$ cat src/rtl/example_sched_pkg.sv
// rtl/example_sched_pkg.sv - opcodes and FSM state type shared by the scheduler and its bench
package example_pkg;

    localparam logic [1:0] OP_ADD  = 2'b00;
    localparam logic [1:0] OP_SUB  = 2'b01;
    localparam logic [1:0] OP_CLR  = 2'b10;
    localparam logic [1:0] OP_READ = 2'b11;

    typedef enum logic [2:0] {
        ST_INIT,
        ST_IDLE,
        ST_ARM,
        ST_SEL,
        ST_EXEC
    } state_t;

endpackage

$ cat src/rtl/example_sched_rr_arbiter.sv
// rtl/example_sched_rr_arbiter.sv - combinational round-robin pick starting at ptr
// Ports:
//   req  in  N   request vector
//   ptr  in  PW  highest-priority index
//   win  out N   one-hot winner (zero when nothing requests)
//   any  out 1   some request is asserted
module rr_arbiter #(
    parameter int N  = 4,
    parameter int PW = $clog2(N)
) (
    input  logic [N-1:0]  req,
    input  logic [PW-1:0] ptr,
    output logic [N-1:0]  win,
    output logic          any
);

    // First pass covers ptr..N-1, second pass wraps to 0..ptr-1.
    always_comb begin
        win = '0;
        any = 1'b0;
        for (int j = 0; j < N; j++) begin
            if (!any && req[j] && (j >= int'(ptr))) begin
                win[j] = 1'b1;
                any    = 1'b1;
            end
        end
        for (int j = 0; j < N; j++) begin
            if (!any && req[j]) begin
                win[j] = 1'b1;
                any    = 1'b1;
            end
        end
    end

endmodule

$ cat src/rtl/example_sched.sv
// rtl/example_sched.sv - round-robin scheduler driving a shared add/sub/clear accumulator
// Ports:
//   clk, rst      clock, async active-high reset
//   req/op/step   per-requester request, opcode (2b each), operand (W each)
//   gnt, done     one-hot grant and completion pulses
//   result        accumulator value (wire from dp_out)
//   dp_rst        synchronous reset to the datapath
//   dp_ctrl/step  datapath command
//   dp_out        datapath accumulator value
module example_sched
    import example_pkg::*;
#(
    parameter int N = 4,
    parameter int W = 4
) (
    input  logic           clk,
    input  logic           rst,
    input  logic [N-1:0]   req,
    input  logic [2*N-1:0] op,
    input  logic [W*N-1:0] step,
    output logic [N-1:0]   gnt,
    output logic [N-1:0]   done,
    output logic [W-1:0]   result,
    output logic           dp_rst,
    output logic           dp_ctrl,
    output logic [W-1:0]   dp_step,
    input  logic [W-1:0]   dp_out
);

    localparam int IW = $clog2(N);

    state_t         state_q, state_d;
    logic [IW-1:0]  ptr_q, ptr_d;
    logic [IW-1:0]  idx_q, idx_d;
    logic [1:0]     op_q, op_d;
    logic [W-1:0]   step_q, step_d;
    logic [N-1:0]   gnt_q, gnt_d;
    logic [N-1:0]   done_q, done_d;
    logic           dp_ctrl_q, dp_ctrl_d;
    logic [W-1:0]   dp_step_q, dp_step_d;
    logic           dp_rst_q, dp_rst_d;

    logic [N-1:0]   win;
    logic           any;
    logic [IW-1:0]  win_idx;
    logic [1:0]     win_op;
    logic [W-1:0]   win_step;
    logic           last_cycle;
    logic           accept;

    // A requester granted this cycle may still hold req; it must not be sampled
    // again until the following edge.
    rr_arbiter #(.N(N), .PW(IW)) u_arb (
        .req (req & ~gnt_q),
        .ptr (ptr_q),
        .win (win),
        .any (any)
    );

    always_comb begin
        win_idx  = '0;
        win_op   = OP_ADD;
        win_step = '0;
        for (int j = 0; j < N; j++) begin
            if (win[j]) begin
                win_idx  = IW'(j);
                win_op   = op[2*j +: 2];
                win_step = step[W*j +: W];
            end
        end
    end

    always_comb begin
        state_d = state_q;
        ptr_d   = ptr_q;
        idx_d   = idx_q;
        op_d    = op_q;
        step_d  = step_q;
        gnt_d   = '0;
        done_d  = '0;

        last_cycle = (state_q == ST_EXEC) || ((state_q == ST_SEL) && (op_q == OP_CLR));

        case (state_q)
            ST_INIT: state_d = ST_IDLE;
            ST_ARM:  state_d = ST_SEL;
            ST_SEL:  state_d = (op_q == OP_CLR) ? ST_IDLE : ST_EXEC;
            ST_EXEC: state_d = ST_IDLE;
            default: state_d = ST_IDLE;
        endcase

        if (last_cycle) begin
            done_d = N'(1) << idx_q;
        end

        // A READ winning in the last cycle of an op is deferred to the IDLE
        // cycle that follows, so its done never collides with the op's done.
        accept = any && ((state_q == ST_IDLE) || (last_cycle && (win_op != OP_READ)));

        if (accept) begin
            ptr_d  = (win_idx == IW'(N - 1)) ? '0 : win_idx + IW'(1);
            idx_d  = win_idx;
            op_d   = win_op;
            step_d = win_step;
            gnt_d  = win;
            if (win_op == OP_READ) begin
                done_d = win;
            end else begin
                state_d = ST_ARM;
            end
        end

        // Command outputs are registered, so they are derived from the next state.
        case (state_d)
            ST_ARM:  dp_ctrl_d = 1'b1;
            ST_SEL:  dp_ctrl_d = (op_d != OP_CLR);
            ST_EXEC: dp_ctrl_d = (op_d == OP_ADD);
            default: dp_ctrl_d = 1'b0;
        endcase
        dp_step_d = (state_d == ST_EXEC) ? step_d : '0;
        dp_rst_d  = (state_d == ST_INIT);
    end

    always_ff @(posedge clk or posedge rst) begin
        if (rst) begin
            state_q   <= ST_INIT;
            ptr_q     <= '0;
            idx_q     <= '0;
            op_q      <= OP_ADD;
            step_q    <= '0;
            gnt_q     <= '0;
            done_q    <= '0;
            dp_ctrl_q <= 1'b0;
            dp_step_q <= '0;
            dp_rst_q  <= 1'b1;
        end else begin
            state_q   <= state_d;
            ptr_q     <= ptr_d;
            idx_q     <= idx_d;
            op_q      <= op_d;
            step_q    <= step_d;
            gnt_q     <= gnt_d;
            done_q    <= done_d;
            dp_ctrl_q <= dp_ctrl_d;
            dp_step_q <= dp_step_d;
            dp_rst_q  <= dp_rst_d;
        end
    end

    assign gnt     = gnt_q;
    assign done    = done_q;
    assign dp_ctrl = dp_ctrl_q;
    assign dp_step = dp_step_q;
    assign dp_rst  = dp_rst_q;
    assign result  = dp_out;

endmodule

$ cat config.mk
export PLATFORM = sky130hd
export DESIGN_NAME = example_sched
export DESIGN_NICKNAME = d
export VERILOG_FILES = /design/src/rtl/example_sched_pkg.sv /design/src/rtl/example_sched_rr_arbiter.sv /design/src/rtl/example_sched.sv
export SDC_FILE = /design/constraint.sdc
export NUM_CORES = 1
export LEC_CHECK = 0
export CORE_ASPECT_RATIO = 0.8
export CORE_UTILIZATION = 47
export CTS_CLUSTER_DIAMETER = 50
export DETAILED_ROUTE_END_ITERATION = 16
export PLACE_DENSITY = 0.9
export SLEW_MARGIN = 10
export SYNTH_ARGS = -nofsm -noshare
export SYNTH_HDL_FRONTEND = slang
export SYNTH_HIERARCHICAL = 1
export SYNTH_SLANG_ARGS = --single-unit
$ cat constraint.sdc
create_clock -name clk -period 7.25 [get_ports clk]
set_input_delay 1.0875 -clock clk [delete_from_list [all_inputs] [get_ports clk]]
set_output_delay 1.0875 -clock clk [all_outputs]
set_load 0.02 [all_outputs]
==> summary.md <==
0 antenna diodes ended up in the layout. Measured along the y axis, the die boundary spans 51.4 um. The largest buffer count on any clock path was 2; the sequential group share of total power was 31.4%. The worst-margin pin slew works out to 1020 ps. The multi-input combinational cells in the finished layout cover a total of 678 um^2.

Clock-pin slew was measured on the worst setup and hold paths at 90 ps. In the synthesized netlist, the number of instances is 137. Synthesis produced a netlist with a net count of 171. The width of the chip was 63.8 um; the via density per instance was 5.59.

After routing, the total negative slack on setup checks comes to 0 ps. Sorting the synthesized cells by area gives the leading types as sky130_fd_sc_hd__dfrtp_1 45%, sky130_fd_sc_hd__o22ai_1 4.4%, sky130_fd_sc_hd__and2_1 3.9%, sky130_fd_sc_hd__mux2_1 3.9%, sky130_fd_sc_hd__nor2_1 3.7%. Minimum clock period: 4310 ps. The worst hold path belongs to the class reg2reg. The clock reaches the later pin of the worst-skew pair after 270 ps.

The initial utilization of the core area, before any placement, comes to 50.7%. For the via count, the log shows 1208. Share of total power in the clock network: 10.6%. After floorplanning, the core was divided into 17 placement rows.

TritonCTS built the clock tree. After synthesis the cells add up to 1440 um^2. The net switching fraction of the power is 41.6%, and the portion of total power attributed to combinational logic is 58.0%. The floorplan step defined a core boundary enclosing 2830 um^2.

The max-capacitance violation count was 0; the final routed wirelength across all metal layers was 3.44 mm. The maximum number of pins on one net before global-route repair was 28; the max-slew violation total from the final report was 0. For the number of antenna violations at the first check in global routing, the log shows 0. The worst setup path is of the in2reg kind.

The worst vdd rail ir drop was 205 uV; the post-place setup slack was 2710 ps. The depth of the CTS H-tree came out at 1. Pin placement for this block handled 52 I/O pins. Setup slack closes at 2940 ps. The logs give 2.61 mm for the detailed placer's ending HPWL and 3 for the number of CTS-inserted buffers. The clock sink count is 27. For this run, the register share of the synthesized area comes to 47.2%. The root cell of the clock tree is sky130_fd_sc_hd__clkbuf_8. Of all nets on the critical path, the largest fanout is 15. After synthesis, the mean cell area works out to 10.5 um^2. The switching component of the power was 0.335 mW.

The run gives 112 as the starting DRC count in detailed routing. The number of synthesized register bits is 27, and the number of gates given a new drive strength after cts is 0. After synthesis, the largest area contributor takes up 45.3% of total cell area. In the global route stage, overall resource usage came out at 23.2%.

In this run the critical register-to-register path is launched from gnt[2]. The layout has 213 filler cells. The congestion estimate from routability-driven global placement came to 0.838.

After detailed routing, the average wire length per cell comes to 15.9 um. The tools report the number of setup buffers added after CTS as 0. Number of nets in the final layout: 213.

The run finished with clean final reports. The post-synthesis to final-layout area growth works out to 33.0%. For the worst setup path, the data required time is 7410 ps. Areal power density over the cells: 422 nW/um^2.

The first global-routing pass estimated 5.69 mm of wire. The biggest area contributor in the post-synthesis netlist is sky130_fd_sc_hd__dfrtp_1. The number of global-route vias before repair was 1254. The tightest slew margin relative to the limit is 31.8%. The tools report the flip-flop and latch area as 677 um^2. Critical path arrival: 4470 ps. Timing would allow up to 232 MHz. The logs give 0 for the number of hold violations in the final report and 6 for the number of warnings reported in the yosys synthesis log. The final worst-path cycle share is 59.5%, and the final hold slack is 485 ps. In the routed design, unresolved DRC markers number 0. The pre-antenna-repair detailed-routing pass consisted of 4 iterations.

Yosys mapped the design onto 36 distinct sky130hd cell types. Leaving out fill and tap cells, the most frequent cell in the layout is sky130_fd_sc_hd__clkdlybuf4s50_1. The category of the worst setup path capture point was a flip-flop. The internal portion of the total power is 0.471 mW. Of the cells placed in the final design, the portion with a size suffix greater than 1 is 10.7%. The startpoint of the worst setup timing path was req[2].

The tools report the startpoint type of the worst setup path as an input port. Leaving out fill and tap cells, the most frequent cells in the layout are 43 x sky130_fd_sc_hd__clkdlybuf4s50_1, 26 x sky130_fd_sc_hd__dfrtp_1, 14 x sky130_fd_sc_hd__nor2_1. The number of antenna-violating nets in the routed design is 0, and the hold-fix buffer count after cts is 0. Global routing finished with a remaining overflow of 0.

For this design the static power due to leakage is 0.804 nW. For the final database, setup skew stands at 4.31 ps. Setup repair after global routing left no endpoint under its margin. The run gives 3280 um^2 as the area of the die. In this run the most critical hold path is launched from idx_q[1]. Setup violations remaining at the end of the flow were counted as 0. The total of buffers placed on input and output ports was 43.
==> cells in the mapped netlist, drive strengths merged <==
cell / count
dfrtp: 26
nor2: 15
o22ai: 10
and2: 9
a21oi: 8
inv: 8
mux2: 8
nand2b: 7
nor2b: 7
buf: 6
o21ai: 6
a221oi: 5
nand2: 3
a2bb2oi: 2
mux2i: 2
o221a: 2
a2111oi: 1
a21o: 1
and3b: 1
and4bb: 1
conb: 1
dfstp: 1
nand3b: 1
nand4: 1
nor3: 1
nor3b: 1
o21a: 1
o21bai: 1
or2: 1
==> flip-flops by register name, indices dropped and copies added, names as in the netlist <==
register  flops
step_q        4
idx_q         2
dp_ctrl       1
ptr_q         2
gnt           4
state_q       3
done          4
dp_rst        1
dp_step       4
op_q          2
==> area by class of cell <==
type | count | share of cell area (%)
inverter | 8 | 1.57
multi-input combinational | 96 | 35.5
sequential | 27 | 35.5
clock buffer | 4 | 2.36
timing repair buffer | 43 | 22.6
tap | 38 | 2.49
==> logic make-up (layout without fill, tap and decap cells) <==
family / after synthesis / count (layout) / synth area share [%]
AO/OA/AOI/OAI: 37 / 37 / 19.4
buffers and inverters: 14 / 55 / 5.58
flip-flops: 27 / 27 / 47.2
multiplexers: 10 / 10 / 8.46
other: 1 / 1 / 0.261
AND/OR/NAND/NOR: 48 / 48 / 19.1
==> power groups by stage <==
stage / registers, mW / logic [mW] / clock network (mW)
floorplan: 0.274 / 0.326 / 0
global placement: 0.252 / 0.440 / 0
detailed placement: 0.256 / 0.463 / 0
CTS: 0.253 / 0.465 / 0.0871
global route: 0.262 / 0.505 / 0.0923
finish: 0.253 / 0.468 / 0.0850
==> stage by stage <==
step / area, um^2 / cells / power, mW / util [%]
3_3_place_gp: 1860 / 212 / 0.692 / 65.9
2_1_floorplan: 1440 / 137 / 0.600 / -
6_report: 1910 / 216 / 0.806 / 67.4
3_5_place_dp: 1860 / 212 / 0.718 / 65.9
4_1_cts: 1910 / 216 / 0.805 / 67.4
5_1_grt: 1910 / 216 / 0.860 / 67.4
==> worst max-delay path, cell delays in order <==
cell	delay (ps)
sky130_fd_sc_hd__clkdlybuf4s50_1	440
sky130_fd_sc_hd__nor2b_1	410
sky130_fd_sc_hd__nand2b_1	90
sky130_fd_sc_hd__o21ai_0	750
sky130_fd_sc_hd__and4bb_1	310
sky130_fd_sc_hd__a2111oi_2	380
sky130_fd_sc_hd__nor2_2	140
sky130_fd_sc_hd__a21oi_4	480
sky130_fd_sc_hd__mux2_1	370
==> metal layers <==
| metal | vias to the layer above | global-route usage [%] | routed length, um |
|---|---|---|---|
| li1 | 565 | - | - |
| met5 | - | 0 | 0 |
| met1 | 575 | 26.2 | 1450 |
| met3 | 9 | 5.36 | 219 |
| met2 | 59 | 42.4 | 1720 |
| met4 | 0 | 9.47 | 55 |
==> final timing paths <==
check	depth (start not counted)	slack, ps	end
hold / removal	1	480	done[1]
hold reg to reg	1	480	done[1]
min in group asynchronous	2	1370	done[1]
setup reg to reg	8	3830	step_q[0]
max in group asynchronous	2	5270	gnt[1]
setup / recovery	9	2940	step_q[0]
(Power assumes the default switching activity.)
